`config.mk`:
```
export PLATFORM = sky130hd
export DESIGN_NAME = delay_list_mngr
export DESIGN_NICKNAME = d
export VERILOG_FILES = /design/src/rtl/delay_list_mngr.sv
export SDC_FILE = /design/constraint.sdc
export NUM_CORES = 1
export LEC_CHECK = 0
export ABC_AREA = 1
export BUFFER_PORTS_ARGS = -buffer_cell sky130_fd_sc_hd__buf_2
export CORE_AREA = 2 2 282 284
export DETAILED_ROUTE_END_ITERATION = 6
export DIE_AREA = 0 0 284 286
export GPL_ROUTABILITY_DRIVEN = 0
export PLACE_DENSITY = 0.59
export SETUP_SLACK_MARGIN = 0.4
export SLEW_MARGIN = 5
export SYNTH_ARGS = -nofsm -noshare
export SYNTH_HDL_FRONTEND = slang
export SYNTH_SLANG_ARGS = --single-unit
```
`constraint.sdc`:
```
create_clock -name aclk -period 4.5 [get_ports aclk]
set_input_delay 0 -clock aclk [delete_from_list [all_inputs] [get_ports aclk]]
set_output_delay 0 -clock aclk [all_outputs]
set_load 0.01 [all_outputs]
```
`src/rtl/delay_list_mngr.sv`:
```
// delay_list_mngr: tick-driven delay list for the RTOS list manager.
// Holds up to DEPTH {id, absolute wake tick} entries. Each rising edge of tick_in
// triggers a slot-by-slot scan; expired IDs are released on a valid/ready port.
// Optional build macro DLYLIST_RELOAD_EN adds ins_period and periodic re-arm.
module delay_list_mngr #(
    parameter int DEPTH  = 16,
    parameter int ID_W   = 8,
    parameter int TICK_W = 32,
    parameter int CNT_W  = $clog2(DEPTH + 1)
) (
    input  logic              aclk,
    input  logic              aresetn,
    input  logic              ins_valid,
    output logic              ins_ready,
    input  logic [ID_W-1:0]   ins_id,
    input  logic [TICK_W-1:0] ins_delay,
`ifdef DLYLIST_RELOAD_EN
    input  logic [TICK_W-1:0] ins_period,
`endif
    input  logic              rem_valid,
    input  logic [ID_W-1:0]   rem_id,
    input  logic              tick_in,
    input  logic [TICK_W-1:0] tickval_in,
    output logic              wake_valid,
    input  logic              wake_ready,
    output logic [ID_W-1:0]   wake_id,
    output logic [CNT_W-1:0]  count_out,
    output logic              full_out,
    output logic              empty_out,
    output logic              overflow_err
);
    localparam int IDX_W = $clog2(DEPTH);
    localparam logic [IDX_W-1:0] LAST_IDX = IDX_W'(DEPTH - 1);

    typedef enum logic [1:0] {IDLE, SCAN, EMIT} state_t;

    state_t           r_state, w_state_next;
    logic [IDX_W-1:0] r_idx, w_idx_next;
    logic             r_pending, w_pending_next;
    logic             r_ovf, w_ovf_next;
    logic             r_tick_d;
    logic             r_run;
    logic [CNT_W-1:0] r_count;

    logic [DEPTH-1:0]  r_vld;
    logic [ID_W-1:0]   r_id   [DEPTH];
    logic [TICK_W-1:0] r_wake [DEPTH];
`ifdef DLYLIST_RELOAD_EN
    logic [TICK_W-1:0] r_period [DEPTH];
`endif

    logic [DEPTH-1:0] w_free, w_match;
    logic [IDX_W-1:0] w_free_idx, w_rem_idx;
    logic             w_rem_hit;
    logic             w_edge, w_expired, w_rearm;
    logic             w_do_ins, w_do_rem, w_do_emit;

    assign w_edge       = tick_in && !r_tick_d;
    assign count_out    = r_count;
    assign full_out     = (r_count == CNT_W'(DEPTH));
    assign empty_out    = (r_count == '0);
    assign overflow_err = r_ovf;

    // Wrap-safe expiry: slot is due when (now - wake) is non-negative as a signed value.
    assign w_expired = r_vld[r_idx] &&
                       ($signed(tickval_in - r_wake[r_idx]) >= $signed(TICK_W'(0)));

`ifdef DLYLIST_RELOAD_EN
    assign w_rearm = (r_period[r_idx] != '0);
`else
    assign w_rearm = 1'b0;
`endif

    // Per-slot free / cancel-match flags.
    genvar gi;
    generate
        for (gi = 0; gi < DEPTH; gi++) begin : g_slot
            assign w_free[gi]  = !r_vld[gi];
            assign w_match[gi] = r_vld[gi] && (r_id[gi] == rem_id);
        end
    endgenerate

    // Lowest-index priority encoders for the insert slot and the cancel target.
    always_comb begin
        w_free_idx = '0;
        w_rem_idx  = '0;
        w_rem_hit  = 1'b0;
        for (int i = DEPTH - 1; i >= 0; i--) begin
            if (w_free[i]) begin
                w_free_idx = IDX_W'(i);
            end
            if (w_match[i]) begin
                w_rem_idx = IDX_W'(i);
                w_rem_hit = 1'b1;
            end
        end
    end

    // Next-state, handshake outputs and slot-update strobes.
    always_comb begin
        w_state_next   = r_state;
        w_idx_next     = r_idx;
        w_pending_next = r_pending;
        w_ovf_next     = r_ovf;
        w_do_ins       = 1'b0;
        w_do_rem       = 1'b0;
        w_do_emit      = 1'b0;
        ins_ready      = 1'b0;
        wake_valid     = 1'b0;
        wake_id        = '0;
        case (r_state)
            IDLE: begin
                ins_ready = r_run && !full_out && !rem_valid && !w_edge && !r_pending;
                if (w_edge || r_pending) begin
                    w_state_next   = SCAN;
                    w_idx_next     = '0;
                    w_pending_next = 1'b0;
                end else if (rem_valid) begin
                    w_do_rem = w_rem_hit;
                end else if (ins_valid && ins_ready) begin
                    w_do_ins = 1'b1;
                end
            end
            SCAN: begin
                if (w_edge) begin
                    w_ovf_next     = r_ovf | r_pending;
                    w_pending_next = 1'b1;
                end
                if (w_expired) begin
                    w_state_next = EMIT;
                end else if (r_idx == LAST_IDX) begin
                    w_state_next = IDLE;
                end else begin
                    w_idx_next = r_idx + IDX_W'(1);
                end
            end
            EMIT: begin
                if (w_edge) begin
                    w_ovf_next     = r_ovf | r_pending;
                    w_pending_next = 1'b1;
                end
                wake_valid = 1'b1;
                wake_id    = r_id[r_idx];
                if (wake_ready) begin
                    w_do_emit = 1'b1;
                    if (r_idx == LAST_IDX) begin
                        w_state_next = IDLE;
                    end else begin
                        w_state_next = SCAN;
                        w_idx_next   = r_idx + IDX_W'(1);
                    end
                end
            end
            default: w_state_next = IDLE;
        endcase
    end

    // FSM and control registers.
    always_ff @(posedge aclk or negedge aresetn) begin
        if (!aresetn) begin
            r_state   <= IDLE;
            r_idx     <= '0;
            r_pending <= 1'b0;
            r_ovf     <= 1'b0;
            r_tick_d  <= 1'b0;
            r_run     <= 1'b0;
        end else begin
            r_state   <= w_state_next;
            r_idx     <= w_idx_next;
            r_pending <= w_pending_next;
            r_ovf     <= w_ovf_next;
            r_tick_d  <= tick_in;
            r_run     <= 1'b1;
        end
    end

    // Slot valid bits: set on insert, cleared on cancel or one-shot emit.
    always_ff @(posedge aclk or negedge aresetn) begin
        if (!aresetn) begin
            r_vld <= '0;
        end else begin
            if (w_do_ins) r_vld[w_free_idx] <= 1'b1;
            if (w_do_rem) r_vld[w_rem_idx] <= 1'b0;
            if (w_do_emit && !w_rearm) r_vld[r_idx] <= 1'b0;
        end
    end

    // Slot payload; meaningful only while the matching valid bit is set.
    always_ff @(posedge aclk) begin
        if (w_do_ins) begin
            r_id[w_free_idx]   <= ins_id;
            r_wake[w_free_idx] <= tickval_in + ins_delay;
`ifdef DLYLIST_RELOAD_EN
            r_period[w_free_idx] <= ins_period;
`endif
        end
`ifdef DLYLIST_RELOAD_EN
        if (w_do_emit && w_rearm) begin
            r_wake[r_idx] <= r_wake[r_idx] + r_period[r_idx];
        end
`endif
    end

    // Occupancy counter; insert and removals never coincide (different states).
    always_ff @(posedge aclk or negedge aresetn) begin
        if (!aresetn) begin
            r_count <= '0;
        end else if (w_do_ins) begin
            r_count <= r_count + CNT_W'(1);
        end else if (w_do_rem || (w_do_emit && !w_rearm)) begin
            r_count <= r_count - CNT_W'(1);
        end
    end

endmodule

```
# --- Yosys cells after proc, flatten, opt, wreduce, memory -nomap -nowiden ---
# Memories as Yosys holds them, arrays and structs flattened.
# Cells that the tools add are included.
word_totals:
  regBits: 31
  ramBits: 640
  input_bits: 86
  output_inout_bits: 18
  word_cells: 185
  mem_count: 2
mem_list:
  columns: ["name", "words", "word_bits", "read_ports", "rd_ports_with_merged_regs", "write_ports", "line_no", "text"]
  rows:
  - ["r_wake", 16, 32, 1, 0, 1, "47", "logic [TICK_W-1:0] r_wake [DEPTH];"]
  - ["r_id", 16, 8, 17, 0, 1, "46", "logic [ID_W-1:0] r_id [DEPTH];"]
classes:
  n_addsub: 5
  order_cmp: 7
  n_eq_ne: 25
  mux: 89
  n_bitwise: 6
  n_reduce_logical: 43
ops:
  columns: ["op", "count"]
  rows:
  - ["$mux W4", 36]
  - ["$eq A8 B8 Y1", 16]
  - ["$mux W16", 3]
  - ["$mux W1", 36]
  - ["$add A32 B32 Y32", 1]
  - ["$and A16 B16 Y16", 2]
  - ["$ge A32 B1 Y1 const B", 1]
  - ["$not A16 Y16", 2]
  - ["$sub A32 B32 Y32", 1]
  - ["$logic_and A1 B1 Y1", 26]
  - ["$or A16 B16 Y16", 1]
  - ["$lt A4 B5 Y1 const B", 3]
  - ["$demux W1 S4", 3]
  - ["$ge A4 B1 Y1 const B", 3]
  - ["$pmux W4 S3", 1]
  - ["$mux W5", 2]
  - ["$mux W2", 4]
  - ["$mux W8", 1]
  - ["$ne A2 B2 Y1 const B", 3]
  - ["$pmux W2 S3", 1]
  - ["$reduce_and A3 Y1", 2]
  - ["$add A5 B1 Y5 const B", 1]
  - ["$eq A5 B5 Y1 const B", 1]
  - ["$logic_not A1 Y1", 5]
  - ["other kinds (18)", 20]

# --- Logic depth before layout (Yosys ltp) ---
# An unclocked memory read counts as a cell.
logic_depth:
  depth_word: 28
  mapped_depth: 26
  depth_no_buf: 25

# --- Worst setup path after synthesis ---
# No wires, ideal clock.
synth_timing:
  path_type: "register -> register"
  startpoint: "register r_state[0]"
  endpoint: "memory r_id[1][0] (enable)"
  setup_ns: 0.439
  arrival_ns: 3.552
  required_ns: 4.061
  slack_ns: 0.509
  path_stages_with_launch: 11
  n_path_buf: 0
  period_less_slack_ns: 3.991
  cell_sequence: "dfrtp_1 -> inv_1 -> ha_1 -> inv_1 -> nor3_1 -> nand3_1 -> nor2_1 -> nand2_1 -> inv_1 -> nand3_1 -> nor2_1"
synth_between:
  elab_chain_cells: 4
synth_rtl:
  columns: ["element", "line_no", "text"]
  rows:
  - ["from (decl)", "37", "state_t r_state, w_state_next;"]
  - ["from (signal assigned)", "168", "r_state <= w_state_next;"]
  - ["$logic_not A2 Y1", "111", "case (r_state)"]
  - ["$mux W1", "111", null]
  - ["$mux W1", "190", "if (w_do_ins) begin"]
  - ["$mux W1 (not written as such)", "191", "r_id[w_free_idx] <= ins_id;"]
  - ["to (decl)", "46", null]
# Every way passes these cells.

# --- Final worst setup path ---
layout_timing:
  startpoint: "register r_idx[0]"
  endpoint: "register r_idx[0]"
layout_between:
  elab_chain_cells: 6
layout_rtl:
  columns: ["element", "line_no", "text"]
  rows:
  - ["from (decl)", "38", "logic [IDX_W-1:0] r_idx, w_idx_next;"]
  - ["from (signal assigned)", "169", "r_idx <= w_idx_next;"]
  - ["$mem_v2 Z16 W32", null, null]
  - ["$sub A32 B32 Y32", "66", "($signed(tickval_in - r_wake[r_idx]) >= $signed(TICK_W'(0)));"]
  - ["$ge A32 B1 Y1", "66", null]
  - ["$logic_and A1 B1 Y1", "65", "assign w_expired = r_vld[r_idx] &&"]
  - ["$ne A2 B2 Y1 (no source line)", null, null]
  - ["$reduce_and A4 Y1 (no source line)", null, null]
# Several ways; a longest one is shown, not always the timed one. The select of a mux whose other input is x is not followed.
# A chain may end at the register's enable or synchronous reset.

==> impl_metrics.tcl <==
set metrics [dict create \
    grt_util_met2_pct 36.5 \
    met1_usage_pct 30.7 \
    drt_iter0_drc 2527 \
    synth-seq-cells 671 \
    period_minus_slack_ns 3.85 \
    grt_use_met3_pct 3.50 \
    first_pass_iters 5 \
    crit_path_start "r_idx[0]$_DFFE_PN0P_" \
    detail_route.wl_per_cell_um 23.3 \
    busiest_layer "met2" \
    numPortBuffers 103 \
    synthArstFlopShare_pct 4.62 \
    synth_cell_type_count 69 \
    mostFrequentLayoutCell "edfxtp_1" \
    grt_antenna_before_repair 0 \
    final_cell_mix "edfxtp_1 (640), nor2_1 (371), o21ai_0 (363)" \
    final-hold-violation-count 0 \
    hold_ws_ns 0.00396 \
    startpoint_type "register" \
    critPathMaxFanout 26 \
    path_clk_slew_ns 0.06 \
    power_density_nw_per_um2 536 \
    start_util_pct 39.5 \
    grt_use_total_pct 22.3 \
    insertion_delay_ns 0.63 \
    crit_slowest_cell "dfrtp_4" \
    cts-root-buf "clkbuf_16" \
    die_y_um 286 \
    cts_max_path_buffers 3 \
    worstMarginPinSlew_ns 1.25 \
    drc 0 \
    fp.dieW_um 284 \
    rr_endpoint "r_idx[0]$_DFFE_PN0P_" \
    synth-edff-count 640 \
    r2r_cells 17 \
    power_mw 19.1 \
    crit_path_cell_trace "buf_4 -> buf_4 -> o21ai_0 -> o22ai_1 -> a22o_1 -> a221oi_1 -> ha_1 -> a21oi_1 -> o21ai_0 -> o21ai_0 -> nand2_1 -> nand3_1 -> nand4_1 -> nand4_1 -> nand3b_4 -> a21oi_1 -> a21oi_1" \
    synthesis.area_sq_um 30900 \
    endpoint "r_idx[0]$_DFFE_PN0P_" \
    skew_ns 0.0598 \
    core_sq_um 78400 \
    vias 22682 \
    yosysTopAreaCell "edfxtp_1" \
    num_io_pins 104 \
    grt_overflow 0 \
    hpwl_mm 56.4 \
    critPathMaxStageDelay_ns 0.55 \
    cp_data_required_time_ns 4.96 \
    grt_max_degree 115 \
    timing.final.crit_share_pct 85.6 \
    wl_mm 92.5 \
    ys.flop_type "edfxtp_1" \
    fin_tns_setup_ns 0 \
    synth_top_area_share_pct 62.1 \
    cts_buffers 73 \
    synthCells 2727 \
    drv_cap 0 \
    ant_nets 0 \
    max_freq_mhz 260 \
    worst_ir_drop_vdd_v 0.000322 \
    setup_viol 0 \
    row_count 103 \
    rsz0062_at_grt "no" \
    reg2reg_slack_ns 0.65 \
    diodes 0 \
    cts.sinks 671 \
    avgSynthCellArea_sq_um 11.3 \
    worst_setup_path_end_kind "register" \
    status "finished clean" \
    routed_via_density 5.72 \
    area_growth_pct 15.0 \
    synth_nets 2888 \
    final_layout_size_suffix_gt1_share_pct 12.4 \
    hold_class "in -> async" \
    rr_startpoint "r_idx[0]$_DFFE_PN0P_" \
    crit_type "reg -> reg" \
    yosys-top-cells-area "edfxtp_1 (62%), o21ai_0 (5.9%), nor2_1 (4.7%)" \
    die-area_sq_um 81200 \
    leakage_nw 12.6 \
    drv_slew 0 \
    tritoncts "built" \
    grt_pass1_wl_mm 138 \
    slew_headroom_pct 16.1 \
    yosysWarnings 0 \
    grt_pass1_vias 21919 \
    final_nets 3022 \
    cts_max_level 3 \
    cp.arrival_ns 4.31 \
    ys_seq_area_share_pct 64.6 \
]
logic make-up after synthesis:
group,after synthesis,share of synthesized area (%)
simple gates,771,10.3
flops,671,64.6
compound gates,808,15.4
other cells,1,0.0121
xor+xnor,75,2.12
buf+inv,326,4.40
fa+ha+maj,75,3.08
synthesized netlist by cell type, drive strengths merged (2+ instances only):
cell	count
xor2	37
edfxtp	640
fa	2
nand3b	3
nand2	253
inv	181
ha	73
a211oi	7
a221oi	35
clkinv	2
o31ai	6
o22ai	155
clkbuf	101
nor2	392
a41oi	4
nor3b	4
o211ai	2
o41a	3
nand4	23
nand3	55
a21boi	6
a2bb2oi	10
o21bai	3
a22o	31
o2111ai	9
a31oi	11
a21o	3
nor3	26
o21a	5
a21oi	130
or2	12
o221a	2
buf	42
xnor2	38
dfrtp	31
o21ai	382
layout make-up:
| cell class | count | area (sq um) |
|---|---|---|
| fillers | 7138 | 42800 |
| flip-flops and latches | 671 | 20000 |
| multi-input cells | 1730 | 9750 |
| clock buffers | 84 | 1890 |
| repair buffers | 202 | 1500 |
| well taps | 1050 | 1310 |
| inverters | 183 | 723 |
| clock inverters | 46 | 389 |
what timing repair did:
action	4_1_cts	5_1_grt
setup buffers	0	4
endpoints found under the setup margin	4	6
pin swaps	0	1
hold buffers	12	0
endpoints found under the hold margin	166	0
resized for setup	3	11
cloned	0	0
how the worst min path moves through the flow:
stage / start / to / slack [ns] / depth (start not counted)
after floorplan: aresetn / count_out[0]$_DFFE_PN0P_ / -0.30 / 0
after global placement: aresetn / count_out[4]$_DFFE_PN0P_ / 0.09 / 1
after detailed placement: aresetn / count_out[4]$_DFFE_PN0P_ / 0.10 / 1
after CTS: aresetn / r_vld[3]$_DFF_PN0_ / 0.006 / 2
after global routing: aresetn / r_state[1]$_DFFE_PN0P_ / 0.05 / 2
final: aresetn / r_idx[0]$_DFFE_PN0P_ / 0.004 / 2
critical path: cells and delay by family (launching register included):
kind / cells / cell delay, ns
AO/OA/AOI/OAI: 9 / 1.51
AND/OR/NAND/NOR: 5 / 0.83
adder cells (fa/ha/maj): 1 / 0.33
flip-flops: 1 / 0.55
buffers and inverters: 2 / 0.47
flip-flops by register name (all words and copies together) (netlist names):
register / count
r_wake: 512
r_id: 128
r_vld: 16
count_out: 5
r_idx: 4
r_state: 2
overflow_err: 1
r_pending: 1
r_run: 1
r_tick_d: 1
where the power goes:
part           leakage (nW)  switching, mW  internal (mW)
Combinational          5.34           4.05           1.94
Sequential             6.15          0.122           7.23
Clock                  1.11           2.49           3.26
metal layers:
| layer | vias to the layer above | routed length [um] |
|---|---|---|
| li1 | 10246 | - |
| met1 | 11212 | 39000 |
| met2 | 1046 | 43900 |
| met3 | 178 | 7140 |
| met4 | 0 | 2490 |
| met5 | - | 0 |
through the flow:
stage	cell area [sq um]	setup slack, ns	util (%)	std cells
finish	35600	0.647	45.4	3966
global route	35600	0.391	45.4	3966
CTS	35500	0.453	45.3	3962
detailed placement	33100	0.288	42.2	3820
global placement	33100	0.302	42.2	3820
floorplan	30900	0.509	-	2727
(Power assumes the default switching activity.)
